[config.mk]
export PLATFORM = sky130hd
export DESIGN_NAME = polaris_bus_arbiter
export DESIGN_NICKNAME = d
export VERILOG_FILES = /design/src/rtl/polaris_bus_pkg.sv /design/src/rtl/polaris_bus_wdt.sv /design/src/rtl/polaris_bus_arbiter.sv
export SDC_FILE = /design/constraint.sdc
export NUM_CORES = 1
export LEC_CHECK = 0
export CAP_MARGIN = 10
export CORE_AREA = 2 2 195 197
export DETAILED_ROUTE_END_ITERATION = 12
export DIE_AREA = 0 0 197 199
export GPL_ROUTABILITY_DRIVEN = 1
export PLACE_DENSITY_LB_ADDON = 0.12
export SYNTH_ARGS = -nofsm -noshare
export SYNTH_HDL_FRONTEND = slang
export SYNTH_SLANG_ARGS = --single-unit
[constraint.sdc]
create_clock -name clk_i -period 2.7 [get_ports clk_i]
set_input_delay 0.405 -clock clk_i [delete_from_list [all_inputs] [get_ports clk_i]]
set_output_delay 0.405 -clock clk_i [all_outputs]
set_load 0.02 [all_outputs]
[src/rtl/polaris_bus_pkg.sv]
// -----------------------------------------------------------------------------
// polaris_bus_pkg
// Shared definitions for the PolarisCPU bus arbiter:
//   bus_state_e        : arbiter grant state (IDLE / IGNT / DGNT)
//   SIZ_B..SIZ_D       : bus transfer size codes (byte, half, word, dword)
//   TIMEOUT_DEF        : default watchdog limit in granted cycles
// -----------------------------------------------------------------------------
package polaris_bus_pkg;

    typedef enum logic [1:0] {
        IDLE = 2'd0,
        IGNT = 2'd1,
        DGNT = 2'd2
    } bus_state_e;

    localparam logic [1:0] SIZ_B = 2'd0;
    localparam logic [1:0] SIZ_H = 2'd1;
    localparam logic [1:0] SIZ_W = 2'd2;
    localparam logic [1:0] SIZ_D = 2'd3;

    localparam int unsigned TIMEOUT_DEF = 255;

endpackage

[src/rtl/polaris_bus_wdt.sv]
// -----------------------------------------------------------------------------
// polaris_bus_wdt
// Watchdog for a granted bus cycle. Counts granted cycles that see no
// acknowledge and flags the cycle in which the limit is reached.
// Ports:
//   i_clk    : system clock
//   i_rst_n  : asynchronous active-low reset
//   i_clear  : restart the count (arbiter changes state)
//   i_run    : a master is currently granted
//   i_ack    : real bus acknowledge this cycle
//   o_expire : limit reached this cycle with no real acknowledge
// -----------------------------------------------------------------------------
module polaris_bus_wdt
    import polaris_bus_pkg::*;
#(
    parameter int unsigned TIMEOUT = TIMEOUT_DEF,
    parameter int unsigned TW      = 8
) (
    input  logic i_clk,
    input  logic i_rst_n,
    input  logic i_clear,
    input  logic i_run,
    input  logic i_ack,
    output logic o_expire
);

    localparam logic [TW-1:0] LP_LAST = TW'(TIMEOUT - 1);

    logic [TW-1:0] r_count;

    always_ff @(posedge i_clk or negedge i_rst_n) begin
        if (!i_rst_n) begin
            r_count <= '0;
        end else if (i_clear) begin
            r_count <= '0;
        end else if (i_run && !i_ack) begin
            r_count <= r_count + 1'b1;
        end
    end

    // A real acknowledge in the expiry cycle takes precedence.
    assign o_expire = i_run & ~i_ack & (r_count == LP_LAST);

endmodule

[src/rtl/polaris_bus_arbiter.sv]
// -----------------------------------------------------------------------------
// polaris_bus_arbiter
// Shares one 64-bit memory bus between the PolarisCPU instruction (I) and
// data (D) masters. D wins simultaneous requests; after an acknowledge the
// other master is granted if it is requesting, giving round-robin fairness.
// A watchdog forces completion of stalled cycles (ack with zero data, tmo_o).
// Ports:
//   clk_i, reset_i                    : clock, async active-low reset
//   iadr_i, isiz_i, iack_o, idat_o    : instruction fetch master
//   dadr_i, ddat_i, dwe_i, dcyc_i,
//   dstb_i, dsiz_i, dsigned_i,
//   dack_o, ddat_o                    : data master
//   madr_o, mdat_o, mwe_o, mcyc_o,
//   mstb_o, msiz_o, msigned_o,
//   mack_i, mdat_i                    : memory / IO bus
//   tmo_o                             : watchdog forced-completion pulse
// -----------------------------------------------------------------------------
module polaris_bus_arbiter
    import polaris_bus_pkg::*;
#(
    parameter int unsigned TIMEOUT = TIMEOUT_DEF,
    parameter int unsigned TW      = 8
) (
    input  logic        clk_i,
    input  logic        reset_i,
    input  logic [63:0] iadr_i,
    input  logic [1:0]  isiz_i,
    output logic        iack_o,
    output logic [31:0] idat_o,
    input  logic [63:0] dadr_i,
    input  logic [63:0] ddat_i,
    input  logic        dwe_i,
    input  logic        dcyc_i,
    input  logic        dstb_i,
    input  logic [1:0]  dsiz_i,
    input  logic        dsigned_i,
    output logic        dack_o,
    output logic [63:0] ddat_o,
    output logic [63:0] madr_o,
    output logic [63:0] mdat_o,
    output logic        mwe_o,
    output logic        mcyc_o,
    output logic        mstb_o,
    output logic [1:0]  msiz_o,
    output logic        msigned_o,
    input  logic        mack_i,
    input  logic [63:0] mdat_i,
    output logic        tmo_o
);

    bus_state_e  r_state;
    bus_state_e  w_next;

    logic        w_ireq;
    logic        w_dreq;
    logic        w_granted;
    logic        w_own_req;
    logic        w_expire;
    logic        w_tmo;
    logic        w_done;
    logic        w_wdt_clear;
    logic [31:0] w_ihalf;

    assign w_ireq    = |isiz_i;
    assign w_dreq    = dcyc_i & dstb_i;
    assign w_granted = (r_state != IDLE);
    assign w_own_req = ((r_state == IGNT) & w_ireq) | ((r_state == DGNT) & w_dreq);

    // Forced completion only applies while the owner still requests;
    // a dropped request is an abandon, not a timeout.
    assign w_tmo   = w_expire & w_own_req;
    assign w_done  = w_own_req & (mack_i | w_expire);
    assign tmo_o   = w_tmo;

    // Little-endian 64-bit bus: address bit 2 selects the upper word.
    assign w_ihalf = iadr_i[2] ? mdat_i[63:32] : mdat_i[31:0];

    // Every state change (grant entry, completion, abandon) restarts the count.
    assign w_wdt_clear = (w_next != r_state);

    polaris_bus_wdt #(
        .TIMEOUT (TIMEOUT),
        .TW      (TW)
    ) u_wdt (
        .i_clk    (clk_i),
        .i_rst_n  (reset_i),
        .i_clear  (w_wdt_clear),
        .i_run    (w_granted),
        .i_ack    (mack_i),
        .o_expire (w_expire)
    );

    always_ff @(posedge clk_i or negedge reset_i) begin
        if (!reset_i) begin
            r_state <= IDLE;
        end else begin
            r_state <= w_next;
        end
    end

    always_comb begin
        w_next    = r_state;
        madr_o    = '0;
        mdat_o    = '0;
        mwe_o     = 1'b0;
        mcyc_o    = 1'b0;
        mstb_o    = 1'b0;
        msiz_o    = '0;
        msigned_o = 1'b0;
        iack_o    = 1'b0;
        dack_o    = 1'b0;
        idat_o    = '0;
        ddat_o    = '0;

        unique case (r_state)
            IDLE: begin
                if (w_dreq) begin
                    w_next = DGNT;
                end else if (w_ireq) begin
                    w_next = IGNT;
                end
            end

            IGNT: begin
                madr_o = iadr_i;
                msiz_o = isiz_i;
                mcyc_o = w_ireq;
                mstb_o = w_ireq;
                iack_o = w_done;
                idat_o = w_tmo ? '0 : w_ihalf;
                // The served master's request is stale in its ack cycle,
                // so only the other master may follow directly.
                if (!w_ireq) begin
                    w_next = IDLE;
                end else if (w_done) begin
                    w_next = w_dreq ? DGNT : IDLE;
                end
            end

            DGNT: begin
                madr_o    = dadr_i;
                mdat_o    = ddat_i;
                mwe_o     = dwe_i;
                msiz_o    = dsiz_i;
                msigned_o = dsigned_i;
                mcyc_o    = dcyc_i;
                mstb_o    = dstb_i;
                dack_o    = w_done;
                ddat_o    = w_tmo ? '0 : mdat_i;
                if (!w_dreq) begin
                    w_next = IDLE;
                end else if (w_done) begin
                    w_next = w_ireq ? IGNT : IDLE;
                end
            end

            default: begin
                w_next = IDLE;
            end
        endcase
    end

endmodule

[Word-level counts from Yosys, hierarchy flattened]
Index checks and enable logic that the tools add are counted.
Cells by class
  equal/unequal tests: 4
  reductions and logical operators: 6
  bitwise logic cells: 10
  mux-type cells: 25
  add/sub/neg operators: 1
Operators with widths (number)
  64-bit 2-to-1 mux: 3
  64-bit case mux with 2 select lines: 1
  32-bit 2-to-1 mux: 3
  8-bit 2-to-1 mux: 2
  2-bit 2-to-1 mux: 7
  8-bit by 1-bit adder with 8-bit output, second input constant: 1
  8-bit == test, second input constant: 1
  1-bit bitwise AND: 7
  2-bit case mux with 3 select lines: 1
  1-bit 2-to-1 mux: 5
  1-bit case mux with 2 select lines: 2
  2-bit case mux with 2 select lines: 1
  2-bit nonzero test: 2
  2-bit by 1-bit == test with 1-bit output, second input constant: 1
  2-bit == test, second input constant: 1
  2-bit logical NOT: 1
  2-bit != test: 1
  1-bit OR: 2
  2-bit OR reduction: 1
  1-bit logical AND: 1
  1-bit logical NOT: 1
  1-bit inverter: 1
Word-level totals
  bits of input ports: 267
  logic and storage cells: 48
  register bits: 10
  output and inout bits: 233

[Depth between registers and ports, before layout]
Gate-level depths: netlist (run 1).
  depth in word-level cells: 10
  mapped depth: 10
  gate-level depth less buffers: 7

[By module]
Synthesis (run 1) repeated with hierarchy kept, for this count alone.
Unflattened totals
  cell total of the unflattened synthesis: 462
  area, all modules: 3115.5 µm²
Modules (own cells, without submodules)
  polaris_bus_arbiter: cells an instance 418, area an instance 2670.1 µm², times used 1, sequential area each 50.0 µm²
  polaris_bus_wdt: cells an instance 44, area an instance 445.4 µm², times used 1, sequential area each 200.2 µm²

[Worst setup path after synthesis (run 1)]
Ideal clock, no wire load.
  kind: register to output
  start: register r_state[1]
  end: output port idat_o[10]
  buffers on the path: 2
  cell stages (with the launch flop): 10
  data required time: 2.295 ns
  setup slack: 0.343 ns
  arrival: 1.952 ns
  cell sequence: dfrtp_1 -> inv_1 -> ha_1 -> buf_6 -> o21ai_4 -> nand2_1 -> and4_4 -> nand2b_1 -> buf_2 -> nor2_1
Between the ends
  word-level cells in the longest chain between the ends: 6
  elaborated cells on any way between the ends: 11
  classes of those cells: eq/ne: 2; mux: 2; bitwise: 6; reduce/logical: 1
Ends and longest elaborated chain
  start: declaration: RTL line polaris_bus_arbiter.sv:51  | bus_state_e r_state;
  start signal: assignment: RTL line polaris_bus_arbiter.sv:97  | r_state <= w_next;
  2-bit by 1-bit == test with 1-bit output (tied with other cells): RTL line polaris_bus_arbiter.sv:67  | assign w_own_req = ((r_state == IGNT) & w_ireq) | ((r_state == DGNT) & w_dreq);
  1-bit bitwise AND, on equally long branches: RTL line polaris_bus_arbiter.sv:67, polaris_bus_wdt.sv:42
  1-bit OR / 1-bit bitwise AND (equally long branches): RTL line polaris_bus_arbiter.sv:67, polaris_bus_wdt.sv:42
  1-bit bitwise AND (*): RTL line polaris_bus_arbiter.sv:71  | assign w_tmo = w_expire & w_own_req;
  named net tmo_o: RTL line polaris_bus_arbiter.sv:48  | output logic tmo_o
  32-bit 2-to-1 mux (*): RTL line polaris_bus_arbiter.sv:130  | idat_o = w_tmo ? '0 : w_ihalf;
  32-bit 2-to-1 mux (*): RTL line polaris_bus_arbiter.sv:115  | unique case (r_state)
  end: declaration: RTL line polaris_bus_arbiter.sv:29  | output logic [31:0] idat_o,
The timed path passes the listed nets; every way through them passes the cells marked *.

[Worst setup path after layout (run 1)]
  start: register r_state[1]
  end: output port ddat_o[26]
Between the ends
  word-level cells in the longest chain between the ends: 6
  elaborated cells on any way between the ends: 11
  classes of those cells: eq/ne: 2; mux: 2; bitwise: 6; reduce/logical: 1
Ends and longest elaborated chain
  2-bit by 1-bit == test with 1-bit output (tied with other cells): RTL line polaris_bus_arbiter.sv:67
  1-bit bitwise AND, on equally long branches: RTL line polaris_bus_arbiter.sv:67, polaris_bus_wdt.sv:42
  1-bit OR / 1-bit bitwise AND (equally long branches): RTL line polaris_bus_arbiter.sv:67, polaris_bus_wdt.sv:42
  1-bit bitwise AND: RTL line polaris_bus_arbiter.sv:71
  64-bit 2-to-1 mux: RTL line polaris_bus_arbiter.sv:149  | ddat_o = w_tmo ? '0 : mdat_i;
  64-bit 2-to-1 mux (*): RTL line polaris_bus_arbiter.sv:115
  end: declaration: RTL line polaris_bus_arbiter.sv:38  | output logic [63:0] ddat_o,
Mark *: on every way between the ends. The rest lies on a longest branch, timed or not.

==> results.py, run 1 <==
metrics = {
    "die": {
        "initial_core_util_pct": 8.70,
        "dieArea_sq_um": 39200,
        "die_w_microns": 197,
        "pin_count": 500,
        "fp.coreArea_sq_um": 37100,
        "die_height_microns": 199,
        "std_cell_rows": 71,
    },
    "pwr": {
        "power_frac_comb_pct": 92.0,
        "netSwitchingFraction_pct": 50.3,
        "p_leak_uw": 0.00435,
        "cell_internal_pwr_uw": 3080,
        "power_frac_clock_pct": 4.8,
        "switchingPower_uw": 3120,
        "p_per_area_nw_per_um2": 683,
        "vdd_drop_max_uv": 246,
        "p_seq_share_pct": 3.2,
    },
    "detailed_routing": {
        "totalWireLength_mm": 26.4,
        "dr.pass1.iters": 4,
        "wl_met1_mm": 10.3,
        "avgRoutedWirePerCell_microns": 18.4,
        "drt.antenna.violating_nets": 0,
        "wl_met2_mm": 14.6,
        "top_layer": "met4",
        "viasPerCell": 3.55,
        "drtIter0Drc": 132,
        "num_vias": 5074,
        "dr_wl_met3_mm": 1.40,
        "drc": 0,
    },
    "placement": {
        "dp.cells": 1418,
        "io_buffers": 499,
        "post-place-ws_ns": -0.305,
        "placed_cell_area_sq_um": 8930,
        "hpwl_mm": 20.7,
        "gp_congestion": 0.748,
    },
    "finish": {
        "layout-drive-gt1-share_pct": 11.5,
        "postLayoutCellArea_sq_um": 9070,
        "multiInputGateArea_sq_um": 2780,
        "area_growth_pct": 181,
        "register_area_sq_um": 251,
        "finalNonFillerCells": 1431,
        "final_common_cell": "clkdlybuf4s50_1",
        "fillers": 4149,
        "finalNetCount": 1230,
        "mostFrequentLayoutCells": "clkdlybuf4s50_1 (333), and2_1 (132), dlygate4sd2_1 (84), a22oi_1 (66), nor2b_1 (66)",
    },
    "worst_setup_path": {
        "reg2reg_setup_slack_ns": 0.54,
        "cp-end-kind": "output pin",
        "rr_startpoint": "r_state[0]",
        "cpPeakStageDelay_ns": 0.43,
        "critical_path.cell_chain": "inv_2 -> ha_4 -> o21ai_4 -> nand2_1 -> and4_4 -> nor2b_4 -> buf_12 -> bufbuf_16 -> and2_1 -> buf_4",
        "start_kind": "register",
        "worst_ep_required_time_ns": 2.30,
        "critPathKind": "register to output pin",
        "critPathLaunch": "r_state[1]",
        "critical_path.slowest_cell": "dfrtp_2",
        "arrival_ns": 2.19,
        "cp_max_fo": 16,
    },
    "timing": {
        "worst_pin_slew_ns": 0.520,
        "clock_skew_ns": 0.00465,
        "slew_headroom_pct": 65.2,
        "tns_ns": 0,
        "layout_setup_ws_ns": 0.106,
        "fmax_mhz": 385,
        "min_period_ns": 2.59,
        "hold_viol_final": 0,
        "post-route-period-util_pct": 96.1,
        "rsz0062_at_grt": "no",
        "setup_viol": 0,
        "slew_violations": 0,
    },
    "yosys": {
        "synth_top_family_by_area": "simple AND/OR/NAND/NOR gates",
        "synth_mux_area_share_pct": 10.4,
        "synth-xor-area-share_pct": 1.90,
        "syn_nets": 731,
        "synthCells": 458,
        "ys.flop_type": "dfrtp_1",
        "ys_ff_latch": 10,
        "synth_edf_count": 0,
        "ys_warn_count": 0,
        "synth_fa_ha_area_share_pct": 2.32,
        "avgSynthCellArea_sq_um": 7.06,
        "ys_seq_area_share_pct": 7.74,
        "async_flop_share_pct": 100,
        "yosysUniqueCellTypes": 42,
        "synth_compound_area_share_pct": 21.5,
        "yosys.area_share.simple_pct": 48.7,
        "syn_area_sq_um": 3230,
    },
    "clock_tree": {
        "cts_buffer_depth": 2,
        "insertion_delay_ns": 0.24,
        "numCtsBuffers": 3,
        "holdBufCountCts": 0,
        "cts_tree": "yes",
        "clock-sinks": 10,
        "root_buffer": "clkbuf_16",
        "path_clk_slew_ns": 0.04,
        "h-tree-depth": 1,
    },
    "global_routing": {
        "grtUsageTotal_pct": 12.2,
        "antenna_found_initial": 1,
        "grt_pass1_wl_mm": 35.6,
        "grt_pass1_vias": 5004,
        "grt_max_degree": 61,
        "grt_overflow_total": 0,
    },
    "worst_hold_path": {
        "hold_path_class": "primary input to async pin",
    },
    "run_status": {
        "outcome": "finished, final reports clean",
    },
    "job": {
        "cap_violations": 0,
    },
}
==> area by class of cell <==
type / count / area share (%)
Sequential cell: 10 / 2.77
Clock buffer: 4 / 0.979
Multi-Input combinational cell: 400 / 30.7
Antenna cell: 1 / 0.0276
Tap cell: 474 / 6.54
Inverter: 4 / 0.165
Timing Repair Buffer: 538 / 58.8
==> state kept, by name (all words and copies together), names as in the netlist <==
register       count
r_state            2
u_wdt.r_count      8
==> metal layers <==
| layer | up-vias | global-route usage [%] |
|---|---|---|
| met1 | 2303 | 14.0 |
| met5 | - | 0 |
| met4 | 0 | 1.09 |
| met2 | 202 | 24.1 |
| li1 | 2562 | - |
| met3 | 7 | 2.14 |
==> power by group through the flow <==
stage	Sequential, uW	Combinational [uW]	Clock, uW
2_1_floorplan	203	2890	0
3_5_place_dp	200	5790	0
5_1_grt	205	6130	312
3_3_place_gp	199	5840	0
4_1_cts	200	5860	305
6_report	200	5700	297
==> what timing repair did <==
action	CTS	global route
pin swaps	2	0
endpoints found under the setup margin	157	92
resized for setup	210	78
gates cloned	5	1
setup buffers	1	1
==> synthesized netlist by cell type, types with 2 or more instances <==
| master | n | area, sq um |
|---|---|---|
| xor2_1 | 6 | 52.6 |
| buf_6 | 7 | 78.8 |
| clkbuf_1 | 30 | 113 |
| nand2_1 | 10 | 37.5 |
| nand3_1 | 4 | 20.0 |
| a21oi_1 | 3 | 15.0 |
| buf_1 | 3 | 11.3 |
| nand4_1 | 3 | 18.8 |
| dfrtp_1 | 10 | 250 |
| mux2i_1 | 32 | 320 |
| a21o_1 | 2 | 15.0 |
| ha_1 | 6 | 75.1 |
| inv_1 | 3 | 11.3 |
| and2_1 | 132 | 826 |
| a21boi_0 | 2 | 15.0 |
| nor2b_1 | 67 | 419 |
| a22oi_1 | 66 | 495 |
| nor2_1 | 35 | 131 |
| buf_2 | 3 | 15.0 |
| and4_4 | 2 | 22.5 |
| nand2b_1 | 2 | 12.5 |
| nor3_1 | 10 | 50.1 |
==> critical path: cells and delay by family (launching register included) <==
kind,cells,cell delay [ns]
buf+inv,4,0.67
simple gates,4,0.57
flops,1,0.43
fa+ha+maj,1,0.20
compound gates,1,0.07
==> metrics by stage <==
stage / hold WS, ns / total power (uW) / util [%]
2_1_floorplan: 0.109 / 3090 / -
3_3_place_gp: 0.585 / 6040 / 24.0
3_5_place_dp: 0.585 / 5990 / 24.0
4_1_cts: 0.531 / 6370 / 24.3
5_1_grt: 0.546 / 6650 / 24.4
6_report: 0.512 / 6200 / 24.4
==> logic make-up (layout without fill, tap and decap cells) <==
group,Yosys count,in the layout
xor+xnor,7,7
fa+ha+maj,6,6
other cells,0,1
simple gates,270,270
compound gates,84,84
mux,33,33
flops,10,10
buf+inv,48,546
==> final timing paths <==
kind | to | depth (start not counted)
setup reg to reg | u_wdt.r_count[7] | 9
max in group asynchronous | r_state[1] | 1
setup / recovery | ddat_o[26] | 10
hold reg to reg | u_wdt.r_count[0] | 2
hold / removal | u_wdt.r_count[5] | 1
min in group clk_i | u_wdt.r_count[0] | 2
No activity file was read; power rests on OpenSTA's default activity.
==> run 2, diff against run 1 <==
--- a/config.mk
+++ b/config.mk
@@ -6,9 +6,9 @@
 export NUM_CORES = 1
 export LEC_CHECK = 0
 export CAP_MARGIN = 10
-export CORE_AREA = 2 2 195 197
+export CORE_AREA = 5 5 189 191
 export DETAILED_ROUTE_END_ITERATION = 12
-export DIE_AREA = 0 0 197 199
+export DIE_AREA = 0 0 194 196
 export GPL_ROUTABILITY_DRIVEN = 1
 export PLACE_DENSITY_LB_ADDON = 0.12
 export SYNTH_ARGS = -nofsm -noshare
==> constraint.sdc (replaced) <==
create_clock -name clk_i -period 2.2 [get_ports clk_i]
set_input_delay 0.33 -clock clk_i [delete_from_list [all_inputs] [get_ports clk_i]]
set_output_delay 0.33 -clock clk_i [all_outputs]
set_load 0.02 [all_outputs]
==> results.py, run 2 (synthesis results as in run 1) <==
metrics = {
    "worst_setup_path": {
        "reg2reg_setup_slack_ns": 0.14,
        "rr_startpoint": "r_state[1]",
        "critPathKind": "register to output pin",
        "cp-end-kind": "output pin",
        "start_kind": "register",
        "cp_max_fo": 8,
        "reg2reg_depth": 10,
        "cp-endpoint": "idat_o[27]",
        "critPathLaunch": "r_state[1]",
        "arrival_ns": 2.00,
        "worst_ep_required_time_ns": 1.87,
        "r2r_end": "u_wdt.r_count[1]",
    },
    "finish": {
        "largest_reg_flops": 8,
        "area_growth_pct": 204,
        "reg_top3": "u_wdt.r_count: 8 flops, r_state: 2 flops",
        "layout-drive-gt1-share_pct": 35.3,
        "mostFrequentLayoutCells": "clkdlybuf4s50_1 (265), buf_4 (76), buf_6 (75), dlygate4sd2_1 (71), and2_1 (70)",
        "regMostFlops": "u_wdt.r_count",
        "finalNonFillerCells": 1451,
        "post-route-util_pct": 28.9,
        "final_common_cell": "clkdlybuf4s50_1",
        "finalNetCount": 1269,
    },
    "timing": {
        "post-route-period-util_pct": 106,
        "slew_headroom_pct": 66.7,
        "layout_setup_ws_ns": -0.128,
        "slew_violations": 0,
        "tns_ns": -8.50,
        "setup_viol": 159,
        "clock_skew_ns": 0.000994,
        "min_period_ns": 2.33,
        "rsz0062_at_grt": "yes",
        "fmax_mhz": 430,
        "worst_pin_slew_ns": 0.498,
        "hold_viol_final": 0,
    },
    "pwr": {
        "power_uw": 8820,
        "p_leak_uw": 0.00436,
        "p_per_area_nw_per_um2": 898,
        "vdd_drop_max_uv": 494,
    },
    "placement": {
        "dp.cells": 1419,
        "io_buffers": 499,
        "gp_congestion": 0.797,
        "hpwl_mm": 23.2,
        "post-place-ws_ns": -0.634,
    },
    "die": {
        "initial_core_util_pct": 9.52,
        "die_w_microns": 194,
        "die_height_microns": 196,
        "dieArea_sq_um": 38000,
        "pin_count": 500,
        "std_cell_rows": 68,
        "fp.coreArea_sq_um": 33900,
    },
    "global_routing": {
        "antenna_found_initial": 3,
        "grtUsageTotal_pct": 13.5,
        "grt_overflow_total": 0,
        "grt_pass1_wl_mm": 39.8,
        "grt_pass1_vias": 5679,
        "grt_max_degree": 72,
    },
    "clock_tree": {
        "h-tree-depth": 1,
        "cts_buffer_depth": 2,
        "path_clk_slew_ns": 0.04,
        "insertion_delay_ns": 0.23,
        "root_buffer": "clkbuf_16",
        "cts_tree": "yes",
        "numCtsBuffers": 3,
        "clock-sinks": 10,
    },
    "detailed_routing": {
        "totalWireLength_mm": 28.3,
        "drtIter0Drc": 166,
        "num_vias": 5296,
        "drt.antenna.violating_nets": 0,
        "drc": 0,
        "dr.pass1.iters": 4,
        "viasPerCell": 3.65,
        "avgRoutedWirePerCell_microns": 19.5,
    },
    "run_status": {
        "outcome": "finished, violations left",
        "violations": "negative setup slack",
    },
    "worst_hold_path": {
        "hold_path_class": "primary input to async pin",
    },
    "job": {
        "cap_violations": 0,
    },
}
run 2: cell types whose count changed in the layout (fill, tap and decap cells not counted), sizes merged:
cell and change:
buf +137, clkbuf -16, bufbuf -3, clkdlybuf4s50 -68, dlymetal6s2s -27, dlygate4sd2 -13
diode +1, clkdlybuf4s15 +28
run 2: metrics by stage:
stage | area (sq um) | hold WS (ns)
after CTS | 9620 | 0.458
after global routing | 9810 | 0.495
after floorplan | 3390 | 0.0344
after global placement | 9280 | 0.603
after detailed placement | 9280 | 0.618
final | 9810 | 0.437
run 2: per-layer routing:
layer / up-vias / share of wire [%] / GRT usage (%)
met3: 12 / 5.3 / 2.92
met1: 2423 / 41 / 16.0
met5: - / 0.046 / 0
met4: 2 / 0.78 / 1.25
met2: 218 / 53 / 25.9
li1: 2641 / - / -
run 2: area by class of cell:
| cell class | count | area [sq um] |
|---|---|---|
| multi-input combinational | 400 | 3060 |
| inverter | 4 | 15.0 |
| fill | 3663 | 24100 |
| tap | 455 | 569 |
| antenna | 2 | 5.00 |
| sequential | 10 | 250 |
| timing repair buffer | 577 | 5840 |
| clock buffer | 3 | 75.1 |
run 2: worst min path at each step:
stage | from | cells past startpoint | to
4_1_cts | reset_i | 1 | u_wdt.r_count[5]
3_5_place_dp | u_wdt.r_count[1] | 2 | u_wdt.r_count[1]
6_report | reset_i | 1 | u_wdt.r_count[4]
2_1_floorplan | reset_i | 0 | r_state[0]
5_1_grt | reset_i | 1 | u_wdt.r_count[4]
3_3_place_gp | u_wdt.r_count[1] | 2 | u_wdt.r_count[1]
run 2: critical path, stage by stage (launching register included):
cell	delay, ns
dfrtp_1	0.41
inv_2	0.12
ha_4	0.18
o21ai_4	0.07
nand2_2	0.06
and4_4	0.25
nand2b_4	0.21
buf_12	0.15
buf_12	0.13
nor2_4	0.03
buf_6	0.13
run 2: power breakdown:
part           internal, uW  switching, uW  total, uW
Clock                   235           76.4        311
Combinational          4150           4120       8270
Sequential              213           22.8        236
run 2: repair_timing:
action                                  4_1_cts  5_1_grt
endpoints found under the setup margin      232      226
gates cloned                                  4        1
buffers inserted                             10       13
pin swaps                                     2       20
hold buffers                                  0        0
resized for setup                           627      184
